==> config.mk <==
export PLATFORM = sky130hd
export DESIGN_NAME = serial_sub64
export DESIGN_NICKNAME = d
export VERILOG_FILES = /design/src/rtl/alu_pkg.sv /design/src/rtl/rcs8.sv /design/src/rtl/serial_sub64.sv
export SDC_FILE = /design/constraint.sdc
export NUM_CORES = 1
export LEC_CHECK = 0
export ABC_AREA = 1
export CAP_MARGIN = 10
export CORE_MARGIN = 2
export CORE_UTILIZATION = 46
export DETAILED_ROUTE_END_ITERATION = 10
export HOLD_SLACK_MARGIN = 0.12
export PLACE_DENSITY = 0.76
export SLEW_MARGIN = 30
export SYNTH_ARGS = -nofsm -noshare
export SYNTH_HDL_FRONTEND = slang
export SYNTH_SLANG_ARGS = --single-unit
==> constraint.sdc <==
create_clock -name clk -period 5.59 [get_ports clk]
set_input_delay 0.8385 -clock clk [delete_from_list [all_inputs] [get_ports clk]]
set_output_delay 0.8385 -clock clk [all_outputs]
set_load 0.02 [all_outputs]
==> src/rtl/alu_pkg.sv <==
// Shared constants for the ALU-64 datapath: default widths and the
// serial subtractor FSM state encoding.
package alu_pkg;
    localparam int WIDTH_D  = 64;
    localparam int SLICE_D  = 8;
    localparam int NSLICE_D = WIDTH_D / SLICE_D;
    localparam int IDXW_D   = $clog2(NSLICE_D);

    localparam logic [1:0] S_IDLE = 2'd0;
    localparam logic [1:0] S_RUN  = 2'd1;
    localparam logic [1:0] S_DONE = 2'd2;
endpackage

==> src/rtl/rcs8.sv <==
// Combinational ripple-borrow subtractor slice: z = x - y - b_in,
// built from a chain of full-subtractor cells.
module rcs8
    import alu_pkg::*;
#(
    parameter int W = SLICE_D
) (
    input  logic [W-1:0] x,
    input  logic [W-1:0] y,
    input  logic         b_in,
    output logic [W-1:0] z,
    output logic         b_out
);
    logic [W:0] w_b;

    always_comb begin
        w_b    = '0;
        z      = '0;
        w_b[0] = b_in;
        for (int i = 0; i < W; i++) begin
            z[i]     = x[i] ^ y[i] ^ w_b[i];
            w_b[i+1] = (~x[i] & y[i]) | (~(x[i] ^ y[i]) & w_b[i]);
        end
        b_out = w_b[W];
    end
endmodule

==> src/rtl/serial_sub64.sv <==
// Multi-cycle subtractor: one SLICE-bit ripple-borrow slice per clock,
// LSB first, with a start/busy/done handshake.
module serial_sub64
    import alu_pkg::*;
#(
    parameter int WIDTH = WIDTH_D,
    parameter int SLICE = SLICE_D
) (
    input  logic             clk,
    input  logic             rst,
    input  logic             start,
    input  logic [WIDTH-1:0] a,
    input  logic [WIDTH-1:0] b,
    input  logic             b_in,
    output logic             busy,
    output logic             done,
    output logic [WIDTH-1:0] diff,
    output logic             b_out,
    output logic             overflow,
    output logic             zero
);
    localparam int NSLICE = WIDTH / SLICE;
    localparam int IDXW   = (NSLICE > 1) ? $clog2(NSLICE) : 1;
    localparam logic [IDXW-1:0] LAST = IDXW'(NSLICE - 1);

    logic [1:0]       r_state;
    logic [IDXW-1:0]  r_idx;
    logic [WIDTH-1:0] r_a;
    logic [WIDTH-1:0] r_b;
    logic             r_borrow;
    logic [WIDTH-1:0] r_diff;
    logic             r_bout;
    logic             r_ovf;
    logic             r_zero;

    logic [SLICE-1:0] w_x;
    logic [SLICE-1:0] w_y;
    logic [SLICE-1:0] w_z;
    logic             w_bo;
    logic [WIDTH-1:0] w_next_diff;

    always_comb begin
        w_x         = r_a[int'(r_idx)*SLICE +: SLICE];
        w_y         = r_b[int'(r_idx)*SLICE +: SLICE];
        w_next_diff = r_diff;
        w_next_diff[int'(r_idx)*SLICE +: SLICE] = w_z;
    end

    rcs8 #(.W(SLICE)) u_slice (
        .x     (w_x),
        .y     (w_y),
        .b_in  (r_borrow),
        .z     (w_z),
        .b_out (w_bo)
    );

    always_ff @(posedge clk) begin
        if (rst) begin
            r_state  <= S_IDLE;
            r_idx    <= '0;
            r_a      <= '0;
            r_b      <= '0;
            r_borrow <= 1'b0;
            r_diff   <= '0;
            r_bout   <= 1'b0;
            r_ovf    <= 1'b0;
            r_zero   <= 1'b0;
        end else begin
            unique case (r_state)
                S_IDLE: begin
                    if (start) begin
                        r_a      <= a;
                        r_b      <= b;
                        r_borrow <= b_in;
                        r_idx    <= '0;
                        r_diff   <= '0;
                        r_state  <= S_RUN;
                    end
                end
                S_RUN: begin
                    r_diff   <= w_next_diff;
                    r_borrow <= w_bo;
                    r_idx    <= r_idx + IDXW'(1);
                    // Final slice: flags see the completed difference.
                    if (r_idx == LAST) begin
                        r_state <= S_DONE;
                        r_bout  <= w_bo;
                        r_ovf   <= (r_a[WIDTH-1] ^ r_b[WIDTH-1])
                                 & (w_z[SLICE-1] ^ r_a[WIDTH-1]);
                        r_zero  <= (w_next_diff == '0);
                    end
                end
                S_DONE:  r_state <= S_IDLE;
                default: r_state <= S_IDLE;
            endcase
        end
    end

    assign busy     = (r_state == S_RUN);
    assign done     = (r_state == S_DONE);
    assign diff     = r_diff;
    assign b_out    = r_bout;
    assign overflow = r_ovf;
    assign zero     = r_zero;
endmodule
==> metrics.txt <==
# TYPE chip_impl_metric gauge
chip_impl_metric{name="finish.cell_count_without_fillers",unit=""} 1822
chip_impl_metric{name="total_drc_errors_in_the_routed_layout",unit=""} 0
chip_impl_metric{name="power.density_cell_area",unit="nW/um^2"} 305
chip_impl_metric{name="synthDistinctLibCells",unit=""} 36
chip_impl_metric{name="grt.total_usage",unit="%"} 26.6
chip_impl_metric{name="setup-tns-final",unit="ns"} 0
chip_impl_metric{name="worst_pin_slew",unit="ns"} 0.834
chip_impl_metric{name="dp.final_hpwl",unit="um"} 21300
chip_impl_info{name="crit_start_category",value="flop"} 1
chip_impl_info{name="synth_most_common_cell",value="sky130_fd_sc_hd__nor2_1"} 1
chip_impl_metric{name="rrSetupSlack",unit="ns"} 0.29
chip_impl_metric{name="layout.area.seq",unit="um^2"} 4030
chip_impl_metric{name="overflow",unit=""} 0
chip_impl_metric{name="clk_pin_slew",unit="ns"} 0.06
chip_impl_info{name="synth.top_cells.by_area",value="sky130_fd_sc_hd__dfxtp_1, sky130_fd_sc_hd__nor2_1, sky130_fd_sc_hd__o21ai_0"} 1
chip_impl_metric{name="mappedNetlistArea",unit="um^2"} 9440
chip_impl_metric{name="number_of_flip_flops_and_latches_in_the_synthesized_netlist",unit=""} 201
chip_impl_metric{name="fin_util",unit="%"} 60.9
chip_impl_metric{name="cts_buffers",unit=""} 21
chip_impl_metric{name="final.period_utilization",unit="%"} 94.7
chip_impl_metric{name="design.die.area",unit="um^2"} 21700
chip_impl_metric{name="slew_viol_final",unit=""} 0
chip_impl_metric{name="htree_num_levels",unit=""} 1
chip_impl_metric{name="cts.path.max_buffers",unit=""} 3
chip_impl_metric{name="global_route_wire_length_before_repair",unit="um"} 46200
chip_impl_metric{name="flow.area_growth_from_synthesis",unit="%"} 30.1
chip_impl_metric{name="multiInputGateArea",unit="um^2"} 4870
chip_impl_metric{name="p_leak",unit="uW"} 0.00478
chip_impl_info{name="crit_slowest_cell",value="sky130_fd_sc_hd__fa_1"} 1
chip_impl_metric{name="detail_route.first_pass.iterations",unit=""} 7
chip_impl_metric{name="antenna_violations_before_repair",unit=""} 0
chip_impl_info{name="clockRootBuffer",value="sky130_fd_sc_hd__clkbuf_16"} 1
chip_impl_info{name="hold_path.class",value="reg -> reg"} 1
chip_impl_info{name="grt_setup_unrepaired",value="no"} 1
chip_impl_info{name="critical_path_class",value="reg -> reg"} 1
chip_impl_metric{name="dr_total_vias",unit=""} 9778
chip_impl_metric{name="netlist.area_leader.share",unit="%"} 42.6
chip_impl_metric{name="drtIter0Drc",unit=""} 886
chip_impl_info{name="synth_commonest_cells",value="sky130_fd_sc_hd__nor2_1, sky130_fd_sc_hd__nand2_1, sky130_fd_sc_hd__o21ai_0"} 1
chip_impl_metric{name="mappedNetlistNets",unit=""} 1539
chip_impl_metric{name="layout_min_cycle_time",unit="ns"} 5.30
chip_impl_metric{name="ir_worst_vdd",unit="uV"} 187
chip_impl_metric{name="crit_path_max_fanout",unit=""} 26
chip_impl_metric{name="synth-async-reset-ratio",unit="%"} 0
chip_impl_info{name="tritoncts",value="yes"} 1
chip_impl_metric{name="ant_nets",unit=""} 0
chip_impl_info{name="worst_path_most_repeated_cell",value="sky130_fd_sc_hd__fa_1"} 1
chip_impl_metric{name="finalWirelength",unit="um"} 29700
chip_impl_metric{name="hold_fix_buffers_cts",unit=""} 0
chip_impl_metric{name="cp_slowest_stage_delay",unit="ns"} 0.47
chip_impl_metric{name="final.fill_count",unit=""} 1871
chip_impl_metric{name="hold_violations",unit=""} 0
chip_impl_metric{name="coreArea",unit="um^2"} 20200
chip_impl_metric{name="synth.avg_cell_area",unit="um^2"} 6.76
chip_impl_metric{name="maxCapViolations",unit=""} 0
chip_impl_metric{name="fp-row-count",unit=""} 52
chip_impl_metric{name="post_cts_buffers",unit=""} 0
chip_impl_metric{name="grt_pass1_vias",unit=""} 9102
chip_impl_metric{name="floorplan.io_pins",unit=""} 201
chip_impl_metric{name="fin_nets",unit=""} 1683
chip_impl_metric{name="place.gp.congestion",unit=""} 0.939
chip_impl_metric{name="synth_enable_flop_cells",unit=""} 0
chip_impl_metric{name="cp.arrival",unit="ns"} 5.64
chip_impl_metric{name="worst_case_clock_skew",unit="ns"} 0.0134
chip_impl_metric{name="placed_cells",unit=""} 1785
chip_impl_metric{name="timing.fmax",unit="MHz"} 189
chip_impl_metric{name="antenna_cells",unit=""} 0
chip_impl_metric{name="post_cts.resized_instances",unit=""} 0
chip_impl_metric{name="clock_latency_of_the_later_clocked_register_in_the_worst_skew_pair",unit="ns"} 0.50
chip_impl_metric{name="netlist_instances",unit=""} 1395
chip_impl_info{name="post-synth-top-area-cell",value="sky130_fd_sc_hd__dfxtp_1"} 1
chip_impl_metric{name="timing.critical_path.required",unit="ns"} 5.94
chip_impl_metric{name="grt_start_max_net_pins",unit=""} 131
chip_impl_metric{name="die_h",unit="um"} 147
chip_impl_metric{name="die_width",unit="um"} 147
chip_impl_metric{name="finalHoldWorstSlack",unit="ns"} 0.483
chip_impl_info{name="dominantRegCellSynth",value="sky130_fd_sc_hd__dfxtp_1"} 1
chip_impl_metric{name="wl_per_cell",unit="um"} 16.3
chip_impl_metric{name="viasPerCell",unit=""} 5.37
chip_impl_metric{name="synth-seq-area-share",unit="%"} 42.6
chip_impl_metric{name="numClockSinks",unit=""} 201
chip_impl_metric{name="setup_viol_count_final",unit=""} 0
chip_impl_metric{name="initial_utilization",unit="%"} 46.8
chip_impl_info{name="worstSetupEndpointType",value="flop"} 1
chip_impl_metric{name="io_buffer_count",unit=""} 200
chip_impl_info{name="run_status",value="complete, no violations"} 1
chip_impl_metric{name="yosys_warnings",unit=""} 0
chip_impl_metric{name="drive_above_1_share",unit="%"} 5.41
chip_impl_metric{name="worst_max_slew_margin_expressed_relative_to_the_limit",unit="%"} 44.3
[registers in the layout, indices dropped and copies added (netlist names)]
register	flops
b_out	1
diff	64
overflow	1
r_a	64
r_b	64
r_borrow	1
r_idx	3
r_state	2
zero	1
[per-stage QoR]
stage          power [uW]  worst slack, ns  cell area [um^2]
5_1_grt              3900           0.0255             12300
6_report             3740            0.294             12300
3_3_place_gp         2330            0.354             11500
2_1_floorplan        2060            0.250              9440
3_5_place_dp         2340            0.308             11500
4_1_cts              3740            0.265             12200
[report_power, final]
part	leakage [uW]	total [uW]	switching (uW)	internal, uW
Clock	0.000343	1410	564	848
Sequential	0.00165	1580	58.0	1520
Combinational	0.00279	753	462	292
[layout make-up]
| type | count | share of cell area (%) |
|---|---|---|
| multi-input cells | 1055 | 39.6 |
| repair buffers | 219 | 17.8 |
| inverters | 41 | 1.31 |
| clock inverters | 7 | 0.744 |
| flip-flops and latches | 201 | 32.8 |
| clock buffers | 29 | 4.93 |
| well taps | 270 | 2.75 |
[routing by layer]
metal	GRT usage [%]	vias to the layer above	wire length, um
met4	13.0	0	1510
li1	-	4852	-
met5	0	-	0
met1	33.0	4415	12000
met2	45.8	412	14300
met3	3.42	99	1860
[cell families (layout without fill, tap and decap cells)]
logic type / after synthesis / in the layout / synth area share [%]
flops: 201 / 201 / 42.6
fa+ha+maj: 12 / 12 / 2.23
simple gates: 700 / 700 / 29.4
compound gates: 343 / 343 / 19.7
buf+inv: 139 / 296 / 6.02
[worst paths after layout]
kind / from / to / cells past startpoint
max reg2reg: r_idx[0] / zero / 25
min: r_a[55] / r_a[55] / 2
min reg2reg: r_a[55] / r_a[55] / 2
max: r_idx[0] / zero / 25
[worst max-delay path, delay by kind of cell, from the launching register on]
family          cells  cell delay, ns
compound gates      4            0.49
flops               1            0.41
simple gates       10            0.85
fa+ha+maj           8            3.03
buf+inv             3            0.31
[placed cells by master (no fill, tap or decap), types with 2 or more instances in the layout]
cell	instances
sky130_fd_sc_hd__o221ai_1	8
sky130_fd_sc_hd__bufinv_16	2
sky130_fd_sc_hd__nand2_4	2
sky130_fd_sc_hd__clkbuf_8	5
sky130_fd_sc_hd__buf_6	2
sky130_fd_sc_hd__a2bb2oi_1	17
sky130_fd_sc_hd__o21ai_1	8
sky130_fd_sc_hd__clkbuf_1	3
sky130_fd_sc_hd__ha_1	4
sky130_fd_sc_hd__inv_4	3
sky130_fd_sc_hd__dfxtp_1	200
sky130_fd_sc_hd__nand2_2	4
sky130_fd_sc_hd__nand3_2	2
sky130_fd_sc_hd__clkdlybuf4s50_1	199
sky130_fd_sc_hd__a21oi_1	52
sky130_fd_sc_hd__clkbuf_16	22
sky130_fd_sc_hd__fa_1	8
sky130_fd_sc_hd__nand3_1	32
sky130_fd_sc_hd__o21ai_0	224
sky130_fd_sc_hd__nor2_2	4
sky130_fd_sc_hd__or2_2	4
sky130_fd_sc_hd__clkinv_2	3
sky130_fd_sc_hd__nand4_1	7
sky130_fd_sc_hd__buf_4	14
sky130_fd_sc_hd__inv_1	33
sky130_fd_sc_hd__o22ai_1	19
sky130_fd_sc_hd__nand2_1	233
sky130_fd_sc_hd__inv_2	5
sky130_fd_sc_hd__nor2_1	405
sky130_fd_sc_hd__nor3_4	2
sky130_fd_sc_hd__a31oi_1	10
sky130_fd_sc_hd__nor2_4	2
Power figures use the tool's default switching activity.
